<file path="config.mk">
export PLATFORM = sky130hd
export DESIGN_NAME = fetch_queue
export DESIGN_NICKNAME = d
export VERILOG_FILES = /design/src/rtl/cpu_pkg.sv /design/src/rtl/fetch_queue_mem.sv /design/src/rtl/fetch_queue.sv
export SDC_FILE = /design/constraint.sdc
export NUM_CORES = 1
export LEC_CHECK = 0
export ABC_AREA = 1
export CAP_MARGIN = 20
export CORE_ASPECT_RATIO = 1.4
export CORE_MARGIN = 5
export CORE_UTILIZATION = 60
export CTS_BUF_LIST = sky130_fd_sc_hd__clkbuf_8
export DETAILED_ROUTE_END_ITERATION = 12
export HOLD_SLACK_MARGIN = 0.05
export PLACE_DENSITY = 0.84
export SYNTH_ARGS = -nofsm -noshare
export SYNTH_HDL_FRONTEND = slang
export SYNTH_SLANG_ARGS = --single-unit
export TNS_END_PERCENT = 5
</file>
<file path="constraint.sdc">
create_clock -name clk -period 12.62 [get_ports clk]
set_clock_uncertainty 0.1 [all_clocks]
set_input_delay 1.893 -clock clk [delete_from_list [all_inputs] [get_ports clk]]
set_output_delay 1.893 -clock clk [all_outputs]
set_load 0.01 [all_outputs]
</file>
<file path="src/rtl/cpu_pkg.sv">
// Shared CPU front-end types: machine word width, the fetch queue entry layout,
// and the NOP that decode substitutes for a squashed instruction.
package cpu_pkg;

    localparam int XLEN = 32;

    typedef struct packed {
        logic [XLEN-1:0] pc;
        logic [XLEN-1:0] instr;
    } fetch_entry_t;

    localparam logic [XLEN-1:0] NOP_INSTR = 32'h0000_0013;

endpackage

</file>
<file path="src/rtl/fetch_queue_mem.sv">
// DEPTH-entry register array for the fetch queue: one write port and one
// asynchronous read port. Contents are deliberately left unreset.
module fetch_queue_mem
    import cpu_pkg::*;
#(
    parameter int  DEPTH   = 4,
    parameter int  AW      = $clog2(DEPTH),
    parameter type entry_t = fetch_entry_t
) (
    input  logic          clk,
    input  logic          we,
    input  logic [AW-1:0] waddr,
    input  entry_t        wdata,
    input  logic [AW-1:0] raddr,
    output entry_t        rdata
);

    entry_t mem_q [DEPTH];

    generate
        for (genvar gi = 0; gi < DEPTH; gi++) begin : g_entry
            always_ff @(posedge clk) begin
                if (we && (waddr == AW'(gi))) begin
                    mem_q[gi] <= wdata;
                end
            end
        end
    endgenerate

    assign rdata = mem_q[raddr];

endmodule

</file>
<file path="src/rtl/fetch_queue.sv">
// Fetch-to-decode instruction queue with valid/ready handshakes and flush on
// taken branch. Define FETCH_QUEUE_BYPASS_EN for a 0-cycle path when empty.
module fetch_queue
    import cpu_pkg::*;
#(
    parameter int XLEN  = cpu_pkg::XLEN,
    parameter int DEPTH = 4
) (
    input  logic                       clk,
    input  logic                       rst,
    input  logic                       flush,
    input  logic                       in_valid,
    input  logic [XLEN-1:0]            in_pc,
    input  logic [XLEN-1:0]            in_instr,
    output logic                       in_ready,
    output logic                       out_valid,
    output logic [XLEN-1:0]            out_pc,
    output logic [XLEN-1:0]            out_instr,
    input  logic                       out_ready,
    output logic [$clog2(DEPTH+1)-1:0] count
);

    localparam int AW = $clog2(DEPTH);
    localparam int CW = $clog2(DEPTH + 1);

    typedef struct packed {
        logic [XLEN-1:0] pc;
        logic [XLEN-1:0] instr;
    } entry_t;

    logic [AW-1:0] rd_ptr_q, rd_ptr_d;
    logic [AW-1:0] wr_ptr_q, wr_ptr_d;
    logic [CW-1:0] count_q, count_d;
    logic          empty, full, bypass, push, pop;
    entry_t        wdata, rdata;

    assign empty = (count_q == '0);
    assign full  = (count_q == CW'(DEPTH));

`ifdef FETCH_QUEUE_BYPASS_EN
    assign bypass = empty && in_valid && !flush;
`else
    assign bypass = 1'b0;
`endif

    assign in_ready  = !full;
    assign out_valid = !empty || bypass;
    assign count     = count_q;

    // A bypassed entry taken by decode the same cycle never enters storage.
    assign pop  = !empty && out_ready && !flush;
    assign push = in_valid && !full && !flush && !(bypass && out_ready);

    always_comb begin
        rd_ptr_d = rd_ptr_q;
        wr_ptr_d = wr_ptr_q;
        count_d  = count_q;
        if (flush) begin
            rd_ptr_d = '0;
            wr_ptr_d = '0;
            count_d  = '0;
        end else begin
            if (push) wr_ptr_d = wr_ptr_q + AW'(1);
            if (pop)  rd_ptr_d = rd_ptr_q + AW'(1);
            case ({push, pop})
                2'b10:   count_d = count_q + CW'(1);
                2'b01:   count_d = count_q - CW'(1);
                default: count_d = count_q;
            endcase
        end
    end

    always_ff @(posedge clk or posedge rst) begin
        if (rst) begin
            rd_ptr_q <= '0;
            wr_ptr_q <= '0;
            count_q  <= '0;
        end else begin
            rd_ptr_q <= rd_ptr_d;
            wr_ptr_q <= wr_ptr_d;
            count_q  <= count_d;
        end
    end

    assign wdata.pc    = in_pc;
    assign wdata.instr = in_instr;

    fetch_queue_mem #(
        .DEPTH   (DEPTH),
        .AW      (AW),
        .entry_t (entry_t)
    ) u_mem (
        .clk   (clk),
        .we    (push),
        .waddr (wr_ptr_q),
        .wdata (wdata),
        .raddr (rd_ptr_q),
        .rdata (rdata)
    );

    always_comb begin
        out_pc    = '0;
        out_instr = '0;
        if (!empty) begin
            out_pc    = rdata.pc;
            out_instr = rdata.instr;
        end else if (bypass) begin
            out_pc    = in_pc;
            out_instr = in_instr;
        end
    end

endmodule
</file>
==> flow_summary.toml <==
[status]
outcome = "completed"

[final_layout]
num_antenna_cells = 0
drive_gt1_frac = 0.0603
area_growth_pct = 20.7
multi_input_area_um2 = 2190
ff_latch_area_um2 = 7870
fill_cells = 1104
finish.net_count = 1030

[timing]
min_period_ns = 5.64
finalMaxSlewViolations = 0
grt_setup_unrepaired = "no"
hold_viol = 0
hold-worst-slack_ns = 0.507
fmax_ghz = 0.177
tns_ns = 0
tightest_slew_ns = 0.829
period_share = 0.447
setup_violations = 0
relSlewSlack = 0.446

[clocking]
cts_inserted_buffers = 37
clkSinkCount = 263
root_buffer = "clkbuf_8"
cts_tree = "built"
cts_resized = 0
clkLatencyLatePin_ns = 0.49
clock_path_buffers = 3
h-tree-depth = 2
clk_pin_slew_ns = 0.07
ctsHoldBuffers = 0
post_cts_buffers = 0

[setup_path]
path_delay_family = "buffers and inverters"
worst-path-buf-inv = 3
critPathArrivalTime_ns = 3.64
worstSetupEndpointType = "output port"
path_class = "reg -> out"
crit_required_ns = 10.63
slowest_stage = "dfrtp_4"
path_cells = "clkinv_2, buf_4, o21ai_0, a21oi_1, clkdlybuf4s50_1"
startpoint_type = "register"
worst-path-max-fanout = 66
critPathMaxStageDelay_ns = 0.81

[grt]
grt_pass1_wl_um = 34900
grt_use_met2 = 0.407
track_usage = 0.225
met1_usage = 0.262
met3_usage = 0.0433
top_usage_layer = "met2"
first_global_vias = 6958
grt_max_degree = 77
antenna_found_initial = 2
gr-total-overflow = 0

[synthesis]
avgSynthCellArea_um2 = 12.6
ys.flop_type = "edfxtp_1"
yosys_warnings = 0
synth_seq_area_share = 0.760
synthTopCellsByArea = "edfxtp_1, nor2_1, o21ai_0"
netlist_area_um2 = 10300
ys_seq_elements = 263
netlist.top_cell.by_area = "edfxtp_1"
synthMostInstantiatedCell = "nor2_1"
ys_async_sr_fraction = 0.0266
synth_nets = 893
netlist_top_cells_count = "nor2_1, edfxtp_1, o21ai_0"
synth_top_cell_area_share = 0.743
synth_edf_count = 256
synthCells = 819
synth_cell_type_count = 19

[placement]
post-dp-hpwl_um = 12800
routabilityCongestion = 0.795
numPortBuffers = 137

[detailed_routing]
firstDrtPassIters = 5
drc = 0
drt-vias-per-instance = 5.63
drtAntennaViolNets = 0
drt_wl_total_um = 22200
vias = 6815
wl_per_cell_um = 18.3
initialDrtViolationCount = 513

[floorplan]
coreArea_um2 = 16900
die-area_um2 = 20000
rows = 56
io-pin-count = 138
start_util = 0.612
dieWidth_um = 121
fp.dieH_um = 165

[pwr]
power_density_nw_per_um2 = 194
leakagePower_nw = 4.24
ir_worst_vdd_mv = 0.153

[flow_run]
drv_cap = 0

[min_path]
hold_path.class = "reg -> reg"
## cell type report
cell class | count | share of cell area
Clock inverter | 25 | 0.00993
Timing Repair Buffer | 146 | 0.115
Clock buffer | 37 | 0.0408
Inverter | 15 | 0.00461
Sequential cell | 263 | 0.630
Tap cell | 232 | 0.0233
Multi-Input combinational cell | 493 | 0.176
## through the flow
| step | total power [W] | area [um2] | setup WS (ns) | util | cells |
|---|---|---|---|---|---|
| global route | 0.00255 | 12500 | 6.68 | 0.739 | 1211 |
| finish | 0.00242 | 12500 | 6.98 | 0.739 | 1211 |
| detailed placement | 0.00187 | 11800 | 7.52 | 0.702 | 1149 |
| CTS | 0.00244 | 12500 | 6.98 | 0.739 | 1211 |
| floorplan | 0.00147 | 10300 | 7.15 | - | 819 |
| global placement | 0.00185 | 11800 | 7.60 | 0.702 | 1149 |
## where the power goes
group          switching [W]  internal [W]  total (W)
logic               0.000448      0.000348   0.000797
registers          0.0000349       0.00101    0.00105
clock network       0.000282      0.000292   0.000574
## final timing paths
| check | startpoint | end | slack, ns | cells past startpoint |
|---|---|---|---|---|
| worst max-delay path | rd_ptr_q[0]$_DFFE_PP0P_ | out_pc[10] | 6.98 | 5 |
| worst min-delay path | count[1]$_DFFE_PP0P_ | count[1]$_DFFE_PP0P_ | 0.51 | 2 |
| worst max register to register | count[1]$_DFFE_PP0P_ | u_mem.mem_q[0][25]$_DFFE_PP_ | 9.50 | 7 |
| worst min register to register | count[1]$_DFFE_PP0P_ | count[1]$_DFFE_PP0P_ | 0.51 | 2 |
| max in group asynchronous | rst | rd_ptr_q[0]$_DFFE_PP0P_ | 10.63 | 2 |
| min in group asynchronous | rst | rd_ptr_q[0]$_DFFE_PP0P_ | 1.54 | 2 |
## worst register-to-register path: stages, from the launching register on
cell	delay [ns]
dfrtp_1	0.44
nor2_1	0.12
nand2_1	0.10
nand2_1	0.12
nor2_1	0.25
inv_1	0.24
nor2_4	0.69
buf_4	0.66
## state kept, by name, summed over array words and instances (netlist names)
name         cells
count            3
rd_ptr_q         2
u_mem.mem_q    256
wr_ptr_q         2
## cells in the final DEF, fill, tap and decap left out, drive strengths merged
cell type	Yosys	layout
o21ai	132	132
nand3	2	2
clkbuf	12	37
clkdlybuf4s50	0	137
bufinv	0	1
ha	4	4
inv	15	20
fa	1	1
nand2	22	22
a21boi	1	1
edfxtp	256	256
xnor2	1	1
clkinv	0	19
a21oi	67	67
nor2	263	263
dfrtp	7	7
buf	36	9
## logic make-up after synthesis
kind of cell / Yosys count / synth area share
simple gates: 287 / 0.104
flops: 263 / 0.760
compound gates: 200 / 0.0970
buf+inv: 63 / 0.0306
fa+ha+maj: 5 / 0.00678
xor+xnor: 1 / 0.000847
## routing by layer
metal	wire, um	share of wire
met5	24	0.0011
met4	785	0.035
met3	1540	0.069
met2	11600	0.53
met1	8180	0.37
(Power assumes the default switching activity.)
